File: config.mk
export PLATFORM = sky130hd
export DESIGN_NAME = hazard_ctrl_flat
export DESIGN_NICKNAME = d
export VERILOG_FILES = /design/src/rtl/hazard_ctrl_if.sv /design/src/rtl/hazard_ctrl.sv /design/src/flat_wrapper.sv
export SDC_FILE = /design/constraint.sdc
export NUM_CORES = 1
export LEC_CHECK = 0
export BUFFER_PORTS_ARGS = -buffer_cell sky130_fd_sc_hd__buf_2
export CORE_MARGIN = 4
export CORE_UTILIZATION = 35
export CTS_CLUSTER_SIZE = 24
export DETAILED_ROUTE_END_ITERATION = 6
export PLACE_DENSITY = 0.65
export SYNTH_ARGS = -nofsm -noshare
export SYNTH_HDL_FRONTEND = slang
export SYNTH_SLANG_ARGS = --single-unit
export TNS_END_PERCENT = 30
File: constraint.sdc
create_clock -name clk -period 2.2 [get_ports clk]
set_input_delay 0.33 -clock clk [delete_from_list [all_inputs] [get_ports clk]]
set_output_delay 0.33 -clock clk [all_outputs]
set_load 0.05 [all_outputs]
File: src/rtl/hazard_ctrl_if.sv
// Pipeline hazard-unit signal bundle: pipeline-register tags and controls in, stall/flush/forward decisions out.
interface hazard_ctrl_if;
    logic [4:0] Rs1D;
    logic [4:0] Rs2D;
    logic [4:0] Rs1E;
    logic [4:0] Rs2E;
    logic [4:0] RdE;
    logic [4:0] RdM;
    logic [4:0] RdW;
    logic [1:0] ResultSrcE;
    logic       RegWriteM;
    logic       RegWriteW;
    logic       PCSrcE;
    logic       MulDivStartE;
    logic [5:0] MulDivLatE;
    logic       StallF;
    logic       StallD;
    logic       StallE;
    logic       FlushD;
    logic       FlushE;
    logic       FlushM;
    logic [1:0] ForwardAE;
    logic [1:0] ForwardBE;
    logic       MulDivDoneE;
    logic       Busy;

    // Pipeline side: drives the register tags and controls, observes the decisions.
    modport master (
        output Rs1D, Rs2D, Rs1E, Rs2E, RdE, RdM, RdW, ResultSrcE,
               RegWriteM, RegWriteW, PCSrcE, MulDivStartE, MulDivLatE,
        input  StallF, StallD, StallE, FlushD, FlushE, FlushM,
               ForwardAE, ForwardBE, MulDivDoneE, Busy
    );

    // Hazard unit side.
    modport slave (
        input  Rs1D, Rs2D, Rs1E, Rs2E, RdE, RdM, RdW, ResultSrcE,
               RegWriteM, RegWriteW, PCSrcE, MulDivStartE, MulDivLatE,
        output StallF, StallD, StallE, FlushD, FlushE, FlushM,
               ForwardAE, ForwardBE, MulDivDoneE, Busy
    );
endinterface

File: src/rtl/hazard_ctrl.sv
// Hazard unit for a 5-stage pipeline: load-use stall, branch flush, operand forwarding,
// and a multi-cycle mul/div sequencer that freezes the front end for L-1 cycles.
module hazard_ctrl #(
    parameter int XLEN = 32
) (
    input  logic         clk,
    input  logic         reset,
    hazard_ctrl_if.slave hz
);

    typedef enum logic {IDLE, BUSY} state_t;

    state_t     state_q, state_d;
    logic [5:0] cnt_q, cnt_d;
    logic       md_stall;
    logic       md_done;
    logic       lw_stall;
    logic [4:0] rs_e [2];

    // XLEN only sizes the surrounding datapath; reject nonsensical values at elaboration.
    if (XLEN <= 0) begin : g_bad_xlen
        $error("hazard_ctrl: XLEN must be positive");
    end

    always_ff @(posedge clk) begin
        if (reset) begin
            state_q <= IDLE;
            cnt_q   <= 6'd0;
        end else begin
            state_q <= state_d;
            cnt_q   <= cnt_d;
        end
    end

    // cnt holds the cycles still to go after the current one; done fires when it reaches 1.
    always_comb begin
        state_d  = state_q;
        cnt_d    = cnt_q;
        md_stall = 1'b0;
        md_done  = 1'b0;
        case (state_q)
            IDLE: begin
                if (hz.MulDivStartE) begin
                    if (hz.MulDivLatE >= 6'd2) begin
                        state_d  = BUSY;
                        cnt_d    = hz.MulDivLatE - 6'd1;
                        md_stall = 1'b1;
                    end else begin
                        md_done = 1'b1;
                    end
                end
            end
            BUSY: begin
                if (cnt_q > 6'd1) begin
                    cnt_d    = cnt_q - 6'd1;
                    md_stall = 1'b1;
                end else begin
                    md_done = 1'b1;
                    state_d = IDLE;
                    cnt_d   = 6'd0;
                end
            end
            default: begin
                state_d = IDLE;
                cnt_d   = 6'd0;
            end
        endcase
    end

    assign lw_stall = (hz.ResultSrcE == 2'b01) && (hz.RdE != 5'd0) &&
                      ((hz.RdE == hz.Rs1D) || (hz.RdE == hz.Rs2D));

    assign rs_e[0] = hz.Rs1E;
    assign rs_e[1] = hz.Rs2E;

    genvar gi;
    for (gi = 0; gi < 2; gi++) begin : g_fwd
        logic [1:0] sel;
        always_comb begin
            sel = 2'b00;
            if (hz.RegWriteM && (hz.RdM != 5'd0) && (hz.RdM == rs_e[gi])) begin
                sel = 2'b10;
            end else if (hz.RegWriteW && (hz.RdW != 5'd0) && (hz.RdW == rs_e[gi])) begin
                sel = 2'b01;
            end
        end
    end

    // Every output is forced low while reset is held, including the combinational paths.
    always_comb begin
        hz.StallF      = 1'b0;
        hz.StallD      = 1'b0;
        hz.StallE      = 1'b0;
        hz.FlushD      = 1'b0;
        hz.FlushE      = 1'b0;
        hz.FlushM      = 1'b0;
        hz.ForwardAE   = 2'b00;
        hz.ForwardBE   = 2'b00;
        hz.MulDivDoneE = 1'b0;
        hz.Busy        = 1'b0;
        if (!reset) begin
            hz.StallF      = lw_stall | md_stall;
            hz.StallD      = lw_stall | md_stall;
            hz.StallE      = md_stall;
            hz.FlushM      = md_stall;
            hz.FlushD      = hz.PCSrcE & ~md_stall;
            hz.FlushE      = (lw_stall | hz.PCSrcE) & ~md_stall;
            hz.ForwardAE   = g_fwd[0].sel;
            hz.ForwardBE   = g_fwd[1].sel;
            hz.MulDivDoneE = md_done;
            hz.Busy        = (state_q == BUSY);
        end
    end

endmodule

File: src/flat_wrapper.sv
// flat-port wrapper written by rule: the top's interface ports become plain ports
module hazard_ctrl_flat 
#(
    parameter int XLEN = 32
)
  (clk, reset, hz_Rs1D, hz_Rs2D, hz_Rs1E, hz_Rs2E, hz_RdE, hz_RdM, hz_RdW, hz_ResultSrcE, hz_RegWriteM, hz_RegWriteW, hz_PCSrcE, hz_MulDivStartE, hz_MulDivLatE, hz_StallF, hz_StallD, hz_StallE, hz_FlushD, hz_FlushE, hz_FlushM, hz_ForwardAE, hz_ForwardBE, hz_MulDivDoneE, hz_Busy);
  hazard_ctrl_if hz_i ();
  input  logic clk;
  input  logic reset;
  input wire logic [$bits(hz_i.Rs1D)-1:0] hz_Rs1D;
  input wire logic [$bits(hz_i.Rs2D)-1:0] hz_Rs2D;
  input wire logic [$bits(hz_i.Rs1E)-1:0] hz_Rs1E;
  input wire logic [$bits(hz_i.Rs2E)-1:0] hz_Rs2E;
  input wire logic [$bits(hz_i.RdE)-1:0] hz_RdE;
  input wire logic [$bits(hz_i.RdM)-1:0] hz_RdM;
  input wire logic [$bits(hz_i.RdW)-1:0] hz_RdW;
  input wire logic [$bits(hz_i.ResultSrcE)-1:0] hz_ResultSrcE;
  input wire logic [$bits(hz_i.RegWriteM)-1:0] hz_RegWriteM;
  input wire logic [$bits(hz_i.RegWriteW)-1:0] hz_RegWriteW;
  input wire logic [$bits(hz_i.PCSrcE)-1:0] hz_PCSrcE;
  input wire logic [$bits(hz_i.MulDivStartE)-1:0] hz_MulDivStartE;
  input wire logic [$bits(hz_i.MulDivLatE)-1:0] hz_MulDivLatE;
  output wire logic [$bits(hz_i.StallF)-1:0] hz_StallF;
  output wire logic [$bits(hz_i.StallD)-1:0] hz_StallD;
  output wire logic [$bits(hz_i.StallE)-1:0] hz_StallE;
  output wire logic [$bits(hz_i.FlushD)-1:0] hz_FlushD;
  output wire logic [$bits(hz_i.FlushE)-1:0] hz_FlushE;
  output wire logic [$bits(hz_i.FlushM)-1:0] hz_FlushM;
  output wire logic [$bits(hz_i.ForwardAE)-1:0] hz_ForwardAE;
  output wire logic [$bits(hz_i.ForwardBE)-1:0] hz_ForwardBE;
  output wire logic [$bits(hz_i.MulDivDoneE)-1:0] hz_MulDivDoneE;
  output wire logic [$bits(hz_i.Busy)-1:0] hz_Busy;
  assign hz_i.Rs1D = hz_Rs1D;
  assign hz_i.Rs2D = hz_Rs2D;
  assign hz_i.Rs1E = hz_Rs1E;
  assign hz_i.Rs2E = hz_Rs2E;
  assign hz_i.RdE = hz_RdE;
  assign hz_i.RdM = hz_RdM;
  assign hz_i.RdW = hz_RdW;
  assign hz_i.ResultSrcE = hz_ResultSrcE;
  assign hz_i.RegWriteM = hz_RegWriteM;
  assign hz_i.RegWriteW = hz_RegWriteW;
  assign hz_i.PCSrcE = hz_PCSrcE;
  assign hz_i.MulDivStartE = hz_MulDivStartE;
  assign hz_i.MulDivLatE = hz_MulDivLatE;
  assign hz_StallF = hz_i.StallF;
  assign hz_StallD = hz_i.StallD;
  assign hz_StallE = hz_i.StallE;
  assign hz_FlushD = hz_i.FlushD;
  assign hz_FlushE = hz_i.FlushE;
  assign hz_FlushM = hz_i.FlushM;
  assign hz_ForwardAE = hz_i.ForwardAE;
  assign hz_ForwardBE = hz_i.ForwardBE;
  assign hz_MulDivDoneE = hz_i.MulDivDoneE;
  assign hz_Busy = hz_i.Busy;
  hazard_ctrl #(.XLEN(XLEN)) u_core (.clk(clk), .reset(reset), .hz(hz_i));
endmodule
==> results.yml, run 1 <==
critical_path:
  crit_path_top_delay_cell: "dfxtp_4"
  crit_path_end_kind: "primary output"
  path_cells: "inv_4 > ha_4 > or2_4 > a21oi_4 > o21ba_4 > o21bai_4 > buf_6"
  critPathLaunch: "u_core.cnt_q[0]"
  critPathLaunchType: "register"
  crit_arrival_ns: 1.81
  path_buf_inv: 2
  critPathMaxStageDelay_ns: 0.38
  crit_path_max_fanout: 4
  cp_data_required_time_ns: 1.87
  critical_path_class: "register to primary output"
  r2r_start: "u_core.state_q"
  crit_family: "compound AO/OA/AOI/OAI gates"
synth:
  synth_fp_nets: 191
  synth_ff_type: "dfxtp_1"
  synth_cells: 138
  syn_area_um2: 1110
  yosys_warnings: 0
  async_flop_share_pct: 0
  ys_seq_elements: 7
  synth_common_cells: "18 x xor2_1, 15 x xnor2_1, 10 x nor3_1"
  syn_area_per_cell_um2: 8.05
  synth_top_cells_by_area: "xor2_1 14%, dfxtp_1 13%, xnor2_1 12%, ha_1 4.5%, nor3_1 4.5%"
  synth_top_area_share_pct: 14.2
  ys_types: 45
  synth.most_common_cell: "xor2_1"
  synth_largest_area_cell: "xor2_1"
  seq_area_frac_synth_pct: 12.6
  synth-edff-count: 0
final_layout:
  nNetsFinal: 269
  area_growth_pct: 57.1
  fin_area_um2: 1750
  fillers: 283
  seqCellArea_um2: 153
  final_util_pct: 57.2
  antenna_cells: 0
  drive_gt1_share_pct: 49.8
  instances_no_fill: 259
  multi_input_area_um2: 1030
grt:
  grt_usage_pct: 17.1
  grt_pass1_vias: 1367
  grt_pass1_wl_mm: 5.80
  grt_max_degree: 16
  grt-ovfl-total: 0
  antenna_found_initial: 0
die:
  io_pins: 61
  fp-row-count: 20
  fp.dieH_um: 64.3
  die-width_um: 64.3
  core_um2: 3050
  die-area_um2: 4140
  start_util_pct: 36.4
pwr:
  ir_worst_vdd_v: 0.000199
  internal_power_mw: 0.434
  power_density_nw_per_um2: 431
  pwr-share-clk_pct: 15.6
  pwr-share-seq_pct: 22.5
  p_switching_mw: 0.319
  leakagePower_nw: 0.740
  fin_total_pwr_mw: 0.752
  p_comb_share_pct: 61.9
  switching_share_pct: 42.4
timing:
  setup_viol_count_final: 0
  tightestPinTransition_ns: 0.447
  maxSlewViolCount: 0
  period_needed_ns: 2.14
  fin_crit_sh_pct: 97.1
  slew_headroom_pct: 69.4
  fmax_mhz: 468
  rsz0062_at_grt: "true"
  fin_skew_ns: 0.00942
  finalHoldViolations: 0
routing:
  wl_per_cell_um: 13.6
  detail_route.iter0.violations: 83
  drt_pass1_iterations: 4
  routed_via_density: 5.25
  final_antenna_net_count: 0
  vias: 1360
  drc_errors: 0
  routed_wl_mm: 3.53
placed_design:
  place_hpwl_mm: 2.87
  dpl_cell_area_um2: 1580
  io_buffers: 60
  place_congestion: 0.820
  placed_cells: 249
run_status:
  status: "complete, no violations"
clocking:
  cts_tree: "yes"
  htreeDepth: 1
  cts-root-buf: "clkbuf_4"
  clkTransAtPathRegs_ns: 0.06
  cts_buffers: 3
  cts_num_sinks: 7
  clockBufferDepth: 2
  clk_latency_ns: 0.25
  hold_buffers: 0
min_path:
  worstHoldPathType: "input port to register"
  worstHoldStart: "reset"
job:
  cap_violations: 0
## repair_timing
item	CTS	global route
gates resized for setup	10	18
endpoints found under the hold margin	0	0
pin swaps	2	5
setup buffers	2	4
endpoints found under the setup margin	5	7
## worst reg2reg max path, cell delays in order, from the launching register on
cell     delay [ns]
dfxtp_1        0.36
buf_4          0.19
or4_4          0.50
o32ai_4        0.38
o21ai_1        0.14
a31oi_1        0.17
## area by class of cell
| type | count | share of cell area (%) |
|---|---|---|
| repair buffers | 77 | 26.1 |
| multi-input cells | 121 | 58.9 |
| well taps | 44 | 3.15 |
| clock buffers | 4 | 1.51 |
| inverters | 6 | 1.58 |
| flip-flops and latches | 7 | 8.75 |
## sequential cells by signal (all words and copies together) (netlist names)
signal          flops
u_core.cnt_q        6
u_core.state_q      1
## kinds of logic (layout without fill, tap and decap cells)
family | after synthesis | in the layout | share of synthesized area [%]
xor+xnor | 33 | 33 | 26.0
simple gates | 52 | 52 | 29.3
fa+ha+maj | 4 | 4 | 4.50
flops | 7 | 7 | 12.6
compound gates | 32 | 32 | 23.3
buf+inv | 10 | 87 | 4.28
## placed cells by master (no fill, tap or decap), types with 2 or more instances in the layout
master	instances
a211oi_1	3
a21oi_1	4
buf_2	55
buf_4	17
buf_6	2
clkbuf_4	5
dfxtp_1	3
dfxtp_4	3
ha_1	2
ha_4	2
inv_1	4
inv_4	2
nand2_1	4
nand3_1	6
nand4b_1	2
nor2_1	7
nor2b_1	2
nor3_1	9
nor3b_1	3
nor4_1	3
nor4_4	2
o21ai_0	2
o21ai_1	5
o21bai_4	2
or2_4	2
or4_1	4
xnor2_1	15
xor2_1	18
## layer usage
metal	up-vias	global-route usage [%]	routed length (um)
met3	4	5.45	264
met4	0	4.22	37
met2	55	29.3	1760
li1	669	-	-
met5	-	0	0
met1	632	20.4	1470
## stage by stage
| stage | setup WS [ns] | setup TNS [ns] | hold slack (ns) |
|---|---|---|---|
| 3_3_place_gp | -0.0181 | -0.0181 | 0.532 |
| 6_report | 0.0644 | 0 | 0.469 |
| 2_1_floorplan | -0.366 | -1.01 | 0.496 |
| 3_5_place_dp | -0.0391 | -0.0391 | 0.559 |
| 5_1_grt | -0.00894 | -0.0198 | 0.481 |
| 4_1_cts | 0.00843 | 0 | 0.467 |
## power groups by stage
stage | Sequential, mW | Clock (mW) | Combinational, mW
floorplan | 0.160 | 0 | 0.273
CTS | 0.165 | 0.121 | 0.424
finish | 0.169 | 0.117 | 0.466
detailed placement | 0.166 | 0 | 0.406
global route | 0.172 | 0.128 | 0.505
global placement | 0.166 | 0 | 0.398
## final timing paths
check / end / slack (ns) / cells past startpoint
max: hz_StallF / 0.06 / 7
max reg2reg: u_core.cnt_q[4] / 0.38 / 5
min: u_core.cnt_q[1] / 0.47 / 3
min reg2reg: u_core.cnt_q[2] / 0.54 / 2
Note: power is estimated with default switching activity, not from simulation.
==> run 2, diff against run 1 <==
==> constraint.sdc (replaced) <==
create_clock -name clk -period 2.2 [get_ports clk]
set_input_delay 0.44 -clock clk [delete_from_list [all_inputs] [get_ports clk]]
set_output_delay 0.44 -clock clk [all_outputs]
set_load 0.05 [all_outputs]
==> results.yml, run 2 (synthesized netlist as in run 1, its figures left out) <==
die:
  fp.dieH_um: 64.3
  core_um2: 3050
  die-area_um2: 4140
  die-width_um: 64.3
  start_util_pct: 36.4
  io_pins: 61
  fp-row-count: 20
timing:
  maxSlewViolCount: 0
  fin_crit_sh_pct: 101
  worst_slack_ns: -0.0254
  finalHoldViolations: 0
  slew_headroom_pct: 66.1
  setup_viol_count_final: 3
  tns_ns: -0.0661
  rsz0062_at_grt: "true"
  tightestPinTransition_ns: 0.509
  fmax_mhz: 449
  fin_skew_ns: 0.000550
  period_needed_ns: 2.23
clocking:
  clockBufferDepth: 2
  clk_latency_ns: 0.25
  cts_tree: "yes"
  cts_num_sinks: 7
  cts-root-buf: "clkbuf_4"
  htreeDepth: 1
  cts_buffers: 3
  clkTransAtPathRegs_ns: 0.05
pwr:
  leakagePower_nw: 0.775
  fin_total_pwr_mw: 0.747
  power_density_nw_per_um2: 407
  ir_worst_vdd_v: 0.000174
critical_path:
  cp_data_required_time_ns: 1.76
  critical_path_class: "register to primary output"
  path_cells: "inv_2 > ha_2 > or2_4 > a21oi_4 > o21ba_4 > o21bai_4 > buf_6"
  path_buf_inv: 2
  crit_path_max_fanout: 4
  critPathLaunchType: "register"
  critPathMaxStageDelay_ns: 0.33
  crit_arrival_ns: 1.79
  crit_path_top_delay_cell: "dfxtp_2"
  crit_path_end_kind: "primary output"
  crit_family: "compound AO/OA/AOI/OAI gates"
placed_design:
  place_hpwl_mm: 2.97
  io_buffers: 60
  place_congestion: 0.875
final_layout:
  area_growth_pct: 65.2
  layout_commonest_cell: "buf_2"
  final_cell_mix: "50 x buf_2, 26 x buf_4, 18 x xor2_1"
  largest_reg_flops: 6
  drive_gt1_share_pct: 52.7
  nNetsFinal: 276
  largest_register: "u_core.cnt_q"
  antenna_cells: 0
  reg_top3: "u_core.cnt_q (6), u_core.state_q (1)"
grt:
  grt_use_met2_pct: 30.8
  grt_pass1_wl_mm: 5.58
  grt_use_met3_pct: 2.11
  grt_pass1_vias: 1386
  antenna_found_initial: 0
  grt.busiest_layer: "met2"
  grt_max_degree: 16
  grt-ovfl-total: 0
  grt_usage_pct: 16.6
  gr-usage-met1_pct: 18.7
routing:
  detail_route.iter0.violations: 53
  routed_wl_mm: 3.40
  final_antenna_net_count: 0
  vias: 1354
  drt_pass1_iterations: 4
  wl_per_cell_um: 12.8
  routed_via_density: 5.09
  drc_errors: 0
run_status:
  status: "finished with violations"
  violations: "negative setup slack"
min_path:
  worstHoldPathType: "register to register"
job:
  cap_violations: 0
run 2: layout make-up:
type | instances | area [um2]
Clock buffer | 4 | 26.3
Fill cell | 279 | 1220
Timing Repair Buffer | 84 | 536
Tap cell | 44 | 55.1
Sequential cell | 7 | 146
Inverter | 6 | 26.3
Multi-Input combinational cell | 121 | 1050
run 2: tightest hold or removal path: cells and delay by family, from the launching register on:
family	cells	cell delay (ns)
buffers and inverters	1	0.09
flip-flops	1	0.32
AO/OA/AOI/OAI	1	0.06
run 2: power by group:
group | switching (mW) | total, mW | internal (mW)
Sequential | 0.0183 | 0.162 | 0.143
Clock | 0.0459 | 0.115 | 0.0691
Combinational | 0.244 | 0.470 | 0.226
Total | 0.309 | 0.747 | 0.438
run 2: worst paths after layout:
path / from / end / slack (ns) / depth (start not counted)
max: u_core.cnt_q[1] / hz_StallD / -0.03 / 7
min: u_core.cnt_q[1] / u_core.cnt_q[1] / 0.51 / 2
max reg2reg: u_core.state_q / u_core.cnt_q[4] / 0.45 / 5
min reg2reg: u_core.cnt_q[1] / u_core.cnt_q[1] / 0.51 / 2
run 2: timing repair:
action                                  4_1_cts  5_1_grt
resized for setup                            16       10
endpoints found under the setup margin        8        9
pin swaps                                     6        5
buffers inserted                              3        1
hold buffers                                  0        0
run 2: per-stage QoR:
step | std cells | util [%] | cell area (um2) | hold slack [ns] | setup WS (ns)
finish | 266 | 60.1 | 1840 | 0.506 | -0.0254
global route | 266 | 60.1 | 1840 | 0.540 | -0.0932
CTS | 265 | 59.0 | 1800 | 0.528 | -0.106
detailed placement | 258 | 55.6 | 1700 | 0.519 | -0.170
global placement | 258 | 55.6 | 1700 | 0.505 | -0.140
floorplan | 138 | - | 1220 | 0.486 | -0.405
run 2: metal layers:
layer	part of all wire, %	wire (um)
met1	40	1370
met2	50	1710
met5	0	0
met4	2.1	73
met3	7.3	247
